==> src/rtl/maxpool1.sv <==
// 2x2 stride-2 max-pooling stage for a raster-ordered IMG_W x IMG_H signed feature map.
// One row of horizontal pair maxima is buffered, so no frame storage is needed.
module maxpool1 #(
    parameter int DATA_W = 22,
    parameter int IMG_W  = 24,
    parameter int IMG_H  = 24
) (
    input  logic                     clk,
    input  logic                     rst_n,
    input  logic                     enable,
    input  logic                     in_valid,
    input  logic signed [DATA_W-1:0] in_data,
    output logic                     out_valid,
    output logic signed [DATA_W-1:0] out_data,
    output logic                     done_pool1
);

    localparam int COL_W = (IMG_W > 2) ? $clog2(IMG_W) : 1;
    localparam int ROW_W = (IMG_H > 2) ? $clog2(IMG_H) : 1;
    localparam int LB_D  = (IMG_W / 2 > 0) ? IMG_W / 2 : 1;
    localparam int LB_AW = (LB_D > 1) ? $clog2(LB_D) : 1;

    if ((IMG_W % 2) != 0 || IMG_W < 2) begin : g_bad_width
        $error("maxpool1: IMG_W must be even and at least 2");
    end
    if ((IMG_H % 2) != 0 || IMG_H < 2) begin : g_bad_height
        $error("maxpool1: IMG_H must be even and at least 2");
    end

    typedef enum logic [1:0] {
        S_IDLE,
        S_RUN,
        S_DONE
    } state_t;

    state_t                     r_state;
    logic [COL_W-1:0]           r_col;
    logic [ROW_W-1:0]           r_row;
    logic signed [DATA_W-1:0]   r_pair;
    logic signed [DATA_W-1:0]   r_linebuf [LB_D];

    logic                       w_accept;
    logic                       w_col_odd;
    logic                       w_row_odd;
    logic                       w_col_last;
    logic                       w_row_last;
    logic [LB_AW-1:0]           w_lb_idx;
    logic signed [DATA_W-1:0]   w_lb_rd;
    logic signed [DATA_W-1:0]   w_pair_max;
    logic signed [DATA_W-1:0]   w_win_max;

    function automatic logic signed [DATA_W-1:0] smax(
        input logic signed [DATA_W-1:0] a,
        input logic signed [DATA_W-1:0] b
    );
        return (a > b) ? a : b;
    endfunction

    assign w_accept   = (r_state == S_RUN) && enable && in_valid;
    assign w_col_odd  = r_col[0];
    assign w_row_odd  = r_row[0];
    assign w_col_last = (r_col == COL_W'(IMG_W - 1));
    assign w_row_last = (r_row == ROW_W'(IMG_H - 1));
    assign w_lb_idx   = LB_AW'(r_col >> 1);
    assign w_lb_rd    = r_linebuf[w_lb_idx];
    assign w_pair_max = smax(r_pair, in_data);
    assign w_win_max  = smax(w_pair_max, w_lb_rd);

    // NOTE: state registers use non-blocking assignments so every flop samples pre-edge values.
    always_ff @(posedge clk) begin
        if (!rst_n) begin
            r_state    <= S_IDLE;
            r_col      <= '0;
            r_row      <= '0;
            r_pair     <= '0;
            out_valid  <= 1'b0;
            out_data   <= '0;
            done_pool1 <= 1'b0;
        end else begin
            case (r_state)
                S_IDLE: begin
                    r_col      <= '0;
                    r_row      <= '0;
                    r_pair     <= '0;
                    out_valid  <= 1'b0;
                    out_data   <= '0;
                    done_pool1 <= 1'b0;
                    if (enable) r_state <= S_RUN;
                end
                S_RUN: begin
                    out_valid <= 1'b0;
                    if (!enable) begin
                        // Abort: partial frame is dropped, outputs return to idle values.
                        r_state  <= S_IDLE;
                        r_col    <= '0;
                        r_row    <= '0;
                        out_data <= '0;
                    end else if (in_valid) begin
                        if (!w_col_odd) begin
                            r_pair <= in_data;
                        end else if (w_row_odd) begin
                            out_data  <= w_win_max;
                            out_valid <= 1'b1;
                        end
                        if (w_col_last) begin
                            r_col <= '0;
                            if (w_row_last) begin
                                r_row      <= '0;
                                r_state    <= S_DONE;
                                done_pool1 <= 1'b1;
                            end else begin
                                r_row <= r_row + 1'b1;
                            end
                        end else begin
                            r_col <= r_col + 1'b1;
                        end
                    end
                end
                S_DONE: begin
                    out_valid  <= 1'b0;
                    done_pool1 <= 1'b1;
                    if (!enable) begin
                        r_state    <= S_IDLE;
                        done_pool1 <= 1'b0;
                        out_data   <= '0;
                    end
                end
                default: r_state <= S_IDLE;
            endcase
        end
    end

    // NOTE: the line buffer has no reset; every entry is written on an even row before it is read.
    always_ff @(posedge clk) begin
        if (rst_n && w_accept && w_col_odd && !w_row_odd) begin
            r_linebuf[w_lb_idx] <= w_pair_max;
        end
    end

endmodule

==> config.mk <==
export PLATFORM = sky130hd
export DESIGN_NAME = maxpool1
export DESIGN_NICKNAME = d
export VERILOG_FILES = /design/src/rtl/maxpool1.sv
export SDC_FILE = /design/constraint.sdc
export NUM_CORES = 1
export LEC_CHECK = 0
export CAP_MARGIN = 25
export CORE_AREA = 2 2 176 178
export CTS_BUF_LIST = sky130_fd_sc_hd__clkbuf_8
export CTS_CLUSTER_SIZE = 16
export DETAILED_ROUTE_END_ITERATION = 10
export DIE_AREA = 0 0 178 180
export HOLD_SLACK_MARGIN = 0.06
export MAX_ROUTING_LAYER = met4
export PLACE_DENSITY = 0.76
export SLEW_MARGIN = 40
export SYNTH_ARGS = -nofsm -noshare
export SYNTH_HDL_FRONTEND = slang
export SYNTH_SLANG_ARGS = --single-unit
==> constraint.sdc <==
create_clock -name clk -period 12.8 [get_ports clk]
set_input_delay 1.28 -clock clk [delete_from_list [all_inputs] [get_ports clk]]
set_output_delay 1.28 -clock clk [all_outputs]
set_load 0.03 [all_outputs]
# Word-level counts from Yosys, hierarchy flattened
# Memories as Yosys holds them, arrays and structs flattened. A register that Yosys moved wholly into a read port is not among the register bits.
# Index checks and enable logic that the tools add are counted.
[totals]
register_bits = 58
latchBits = 0
ramBits = 264
mem_bits_ro = 0
input_bits = 26
out_inout_bits = 24
wordCells = 88
mem_count = 1
[op_classes]
addsub = 2
multipliers = 0
div_mod_pow = 0
n_lt_le_gt_ge = 2
eq_ne = 16
n_shift = 0
n_mux = 43
bitwise_logic = 0
reduce_logical = 17
[mem_list]
columns = ["name", "words", "word_bits", "read_ports", "rd_clocked_by_memory_dff", "write_ports", "line_no", "source"]
rows = [
  ["r_linebuf", 12, 22, 1, 1, 1, "40", "logic signed [DATA_W-1:0] r_linebuf [LB_D];"],
]
[op_table]
columns = ["op", "n"]
rows = [
  ["$mux W22", 10],
  ["$pmux W22 S3", 1],
  ["$gt A22 B22 Y1", 2],
  ["$pmux W22 S2", 1],
  ["$mux W5", 7],
  ["$pmux W5 S2", 2],
  ["$ne A3 B3 Y1 const B", 5],
  ["$reduce_and A5 Y1", 3],
  ["$ne A2 B2 Y1 const B", 7],
  ["$mux W2", 6],
  ["$mux W1", 11],
  ["$add A5 B1 Y5 const B", 2],
  ["$eq A5 B5 Y1 const B", 2],
  ["$mux W4", 2],
  ["$pmux W2 S3", 1],
  ["$logic_and A1 B1 Y1", 5],
  ["$reduce_and A4 Y1", 1],
  ["$reduce_bool A2 Y1", 2],
  ["$pmux W1 S3", 1],
  ["$reduce_and A3 Y1", 1],
  ["$reduce_bool A3 Y1", 1],
  ["$eq A2 B1 Y1 const B", 1],
  ["$eq A2 B2 Y1 const B", 1],
  ["$logic_not A2 Y1", 1],
  ["other kinds (4)", 4],
]

# Depth between registers and ports, before layout
[logic_depth]
depth_word = 9
ltp_mapped = 19
ltp_nobuf = 17

# Worst setup path after synthesis
# OpenSTA, ideal clock, no wires.
[synth_path]
path_kind = "input to register"
start = "in in_data[17]"
end = "reg out_data[10]"
setup_time_ps = 126
arrival_time_ps = 4891
required_ps = 12674
path_slack_ps = 7783
path_stages = 19
n_path_buf = 2
cell_sequence = "inv_1 ha_1 a21oi_1 o21bai_1 a2111oi_4 nand2_2 buf_4 mux2i_1 nor3_1 inv_1 ha_1 a21o_1 a21o_1 a221oi_1 o211ai_1 o21bai_1 or3_1 clkbuf_1 o21ai_0"
[synth_via]
elab_chain_len = 9
[synth_rtl]
columns = ["element", "line_no", "source"]
rows = [
  ["start, declared", "12", "input logic signed [DATA_W-1:0] in_data,"],
  ["$gt A22 B22 Y1", "56", "return (a > b) ? a : b;"],
  ["$mux W22", "56", ""],
  ["via w_pair_max[3]", "49", "logic signed [DATA_W-1:0] w_pair_max;"],
  ["$gt A22 B22 Y1", "56", ""],
  ["$mux W22", "56", ""],
  ["$mux W22", "101", "end else if (w_row_odd) begin"],
  ["$mux W22", "99", "if (!w_col_odd) begin"],
  ["$mux W22", "98", "end else if (in_valid) begin"],
  ["$mux W22", "92", "if (!enable) begin"],
  ["$pmux W22 S3", "80", "case (r_state)"],
  ["end signal, assigned", "102", "out_data <= w_win_max;"],
  ["end, declared", "14", "output logic signed [DATA_W-1:0] out_data,"],
]
# The timed path passes the listed nets, and every way through them passes these cells. The select of a mux whose other input is x is not followed.
# A chain may end at the register's enable or synchronous reset.

# Final worst setup path
[layout_path]
start = "in in_data[21]"
end = "reg out_data[13]"
# Same word-level chain as after synthesis.

==> impl_metrics.yaml <==
detailed_routing:
  ant_nets: 0
  drc: 0
  viasPerCell: 5.95
  routed_wirelength_um: 33600
  drt_iter0_markers: 808
  drt_pass1_iterations: 8
  vias: 9449
  wl_per_cell_um: 21.2
pwr:
  irDropWorstVdd_v: 0.0000990
  swShare_pct: 23.2
  internal_power_w: 0.00172
  p_clk_share_pct: 40.8
  pwr-share-seq_pct: 52.1
  p_comb_share_pct: 7.1
  power_density_mw_per_mm2: 132
  leakage_nw: 5.75
  netSwitchingPower_w: 0.000518
placed_design:
  io_buffer_count: 49
  place_hpwl_um: 20500
  place_congestion: 0.865
cells_and_area:
  nets: 1230
  fin_util_pct: 56.3
  fill_cells: 2350
  drive_gt1_share_pct: 15.7
  most-common-layout-cells: "264 x edfxtp_1, 91 x nand2_1, 79 x inv_1"
  antenna_cells: 0
  final_common_cell: "edfxtp_1"
  area_growth_pct: 13.7
critical_path:
  r2r-end: "out_data[13]"
  critPathKind: "primary input to flop"
  cp-endpoint: "out_data[13]"
  rrSetupSlack_ps: 6820
  ff2ff_path_depth: 18
  startpoint_type: "primary input"
  crit_required_ps: 13290
  crit-reg2reg-launch: "r_pair[21]"
  startpoint: "in_data[21]"
  path_max_fanout: 48
  arrival_ps: 7430
  cp-end-kind: "flop"
global_route:
  grt_util_met2_pct: 35.1
  antenna_found_initial: 0
  overflow: 0
  grt_max_degree: 49
  grt_pass1_vias: 9332
  grt_pass1_wl_um: 52600
  grt_util_all_layers_pct: 22.2
  grtUsageMet1_pct: 29.8
  gr-usage-met3_pct: 3.02
  grt_busiest_layer: "met2"
clocking:
  clkSinkCount: 326
  cts-htree-levels: 2
  hold_buffers: 0
  cts_tree: "yes"
  cts_resized: 0
  root_buffer: "clkbuf_8"
  post_cts.repair.setup_buffers: 0
  clock_latency_ps: 590
  numCtsBuffers: 49
  clock_path_buffers: 3
  path_clk_slew_ps: 60
timing:
  timing.final.crit_share_pct: 54.2
  skew_ps: 31.2
  report.final.slew_viol_count: 0
  clock.fmax_mhz: 144
  relSlewSlack_pct: 47.0
  setup_viol: 0
  final-hold-violation-count: 0
  post-route-min-period_ps: 6940
  rsz0062_at_grt: "false"
  fin_setup_tns_ps: 0
  max_slew.worst_pin.slew_ps: 795
run_status:
  status: "complete, no violations"
floorplan:
  start_util_pct: 49.5
  die_x_um: 178
  die_y_um: 180
  num_rows: 64
  core_mm2: 0.0302
  boundaryPins: 50
  die_area_mm2: 0.0320
worst_hold_path:
  hp-class: "flop to flop"
  hold_path.startpoint: "r_row[1]"
logic_synthesis:
  syn_area_mm2: 0.0149
  ys_ff_latch: 326
  yosys_warnings: 0
  synth.yosys.seq_area_share_pct: 61.4
  synthCells: 1090
  synthDistinctLibCells: 49
  syn-num-nets: 1167
  syn-mean-instance-area_um2: 13.7
flow_run:
  drv_cap: 0
==> cells by family after synthesis <==
logic type | count (synthesis) | synth area share [%]
flops | 326 | 61.4
simple gates | 268 | 8.73
compound gates | 177 | 7.66
buf+inv | 136 | 3.58
mux | 132 | 14.4
fa+ha+maj | 51 | 4.27
==> power groups by stage <==
stage / sequential, W / combinational, W / clock (W)
final: 0.00116 / 0.000158 / 0.000912
after global routing: 0.00116 / 0.000176 / 0.000974
after CTS: 0.00116 / 0.000157 / 0.000927
after detailed placement: 0.00119 / 0.000156 / 0
after global placement: 0.00119 / 0.000150 / 0
after floorplan: 0.00118 / 0.000106 / 0
==> through the flow <==
stage / hold slack (ps) / total power, W / instances / setup slack, ps / area [µm²]
finish: 502 / 0.00223 / 1589 / 5860 / 17000
floorplan: 458 / 0.00129 / 1090 / 7780 / 14900
detailed placement: 489 / 0.00134 / 1498 / 5420 / 15900
global placement: 476 / 0.00134 / 1498 / 5660 / 15900
CTS: 501 / 0.00225 / 1589 / 6010 / 17000
global route: 525 / 0.00231 / 1589 / 5480 / 17000
==> worst min path at each step <==
stage | to | slack [ps] | cells after the start
2_1_floorplan | r_row[1] | 460 | 2
5_1_grt | r_row[1] | 520 | 2
6_report | r_row[1] | 500 | 2
3_3_place_gp | r_row[1] | 480 | 2
3_5_place_dp | r_row[1] | 490 | 2
4_1_cts | r_row[1] | 500 | 2
==> area by class of cell <==
| type | instances | area, µm² | area share (%) |
|---|---|---|---|
| clock buffer | 49 | 674 | 3.97 |
| clock inverter | 42 | 385 | 2.27 |
| inverter | 74 | 278 | 1.63 |
| multi-input combinational | 628 | 5300 | 31.2 |
| sequential | 326 | 9180 | 54.0 |
| tap | 396 | 495 | 2.92 |
| timing repair buffer | 74 | 678 | 3.99 |
==> registers in the layout, summed over array words and instances, names as in the netlist, named ones only <==
register    cells
r_col           5
out_valid       1
out_data       22
r_linebuf     264
r_row           5
done_pool1      1
r_pair         22
r_state         2
==> Yosys cell counts, drive strengths merged <==
| cell | number | area share (%) |
|---|---|---|
| a21boi | 6 | 0.30 |
| nand2b | 10 | 0.42 |
| a22oi | 24 | 1.2 |
| mux2i | 65 | 4.4 |
| nor2b | 27 | 1.1 |
| a2111o | 1 | 0.075 |
| nor4 | 1 | 0.14 |
| o21bai | 2 | 0.10 |
| a221oi | 1 | 0.059 |
| inv | 73 | 1.8 |
| clkinv | 1 | 0.025 |
| mux2 | 1 | 0.075 |
| and4b | 2 | 0.13 |
| nor3b | 1 | 0.050 |
| a21oi | 25 | 0.84 |
| a2111oi | 2 | 0.24 |
| clkbuf | 42 | 1.1 |
| o2bb2ai | 1 | 0.059 |
| nor2 | 29 | 0.73 |
| o22ai | 21 | 0.88 |
| a41oi | 1 | 0.059 |
| mux4 | 66 | 10 |
| edfxtp | 264 | 53 |
| buf | 20 | 0.66 |
| a31oi | 1 | 0.042 |
| or3 | 3 | 0.13 |
| nor3 | 31 | 1.0 |
| nand2 | 92 | 2.3 |
| nand4 | 10 | 0.46 |
| o21ai | 60 | 2.0 |
| and2 | 7 | 0.29 |
| ha | 51 | 4.3 |
| a32oi | 22 | 1.3 |
| nand3 | 53 | 1.8 |
| dfxtp | 62 | 8.3 |
| o31ai | 1 | 0.050 |
| and3 | 1 | 0.042 |
| a21o | 6 | 0.30 |
| a211oi | 2 | 0.10 |
| and4 | 1 | 0.059 |
| o211ai | 1 | 0.050 |
==> worst max-delay path: stages <==
cell and delay, ps:
clkdlybuf4s50_1 530, inv_1 80, ha_1 280, buf_4 430, nand4_2 240, nor4_4 360, o31ai_1 170, nand2_2 430
buf_4 490, mux2i_1 140, nor3_1 450, inv_1 320, ha_1 390, nand4_1 90, nor3_1 330, nand2_1 140
o211ai_1 230, o21bai_2 90, or3_1 640, o21ai_0 280
==> metal layers <==
| metal | vias to the layer above | wire length [µm] |
|---|---|---|
| li1 | 4303 | - |
| met1 | 4649 | 13800 |
| met2 | 426 | 16400 |
| met3 | 71 | 2440 |
| met4 | 0 | 998 |
| met5 | - | 0 |
Power figures use the tool's default switching activity.
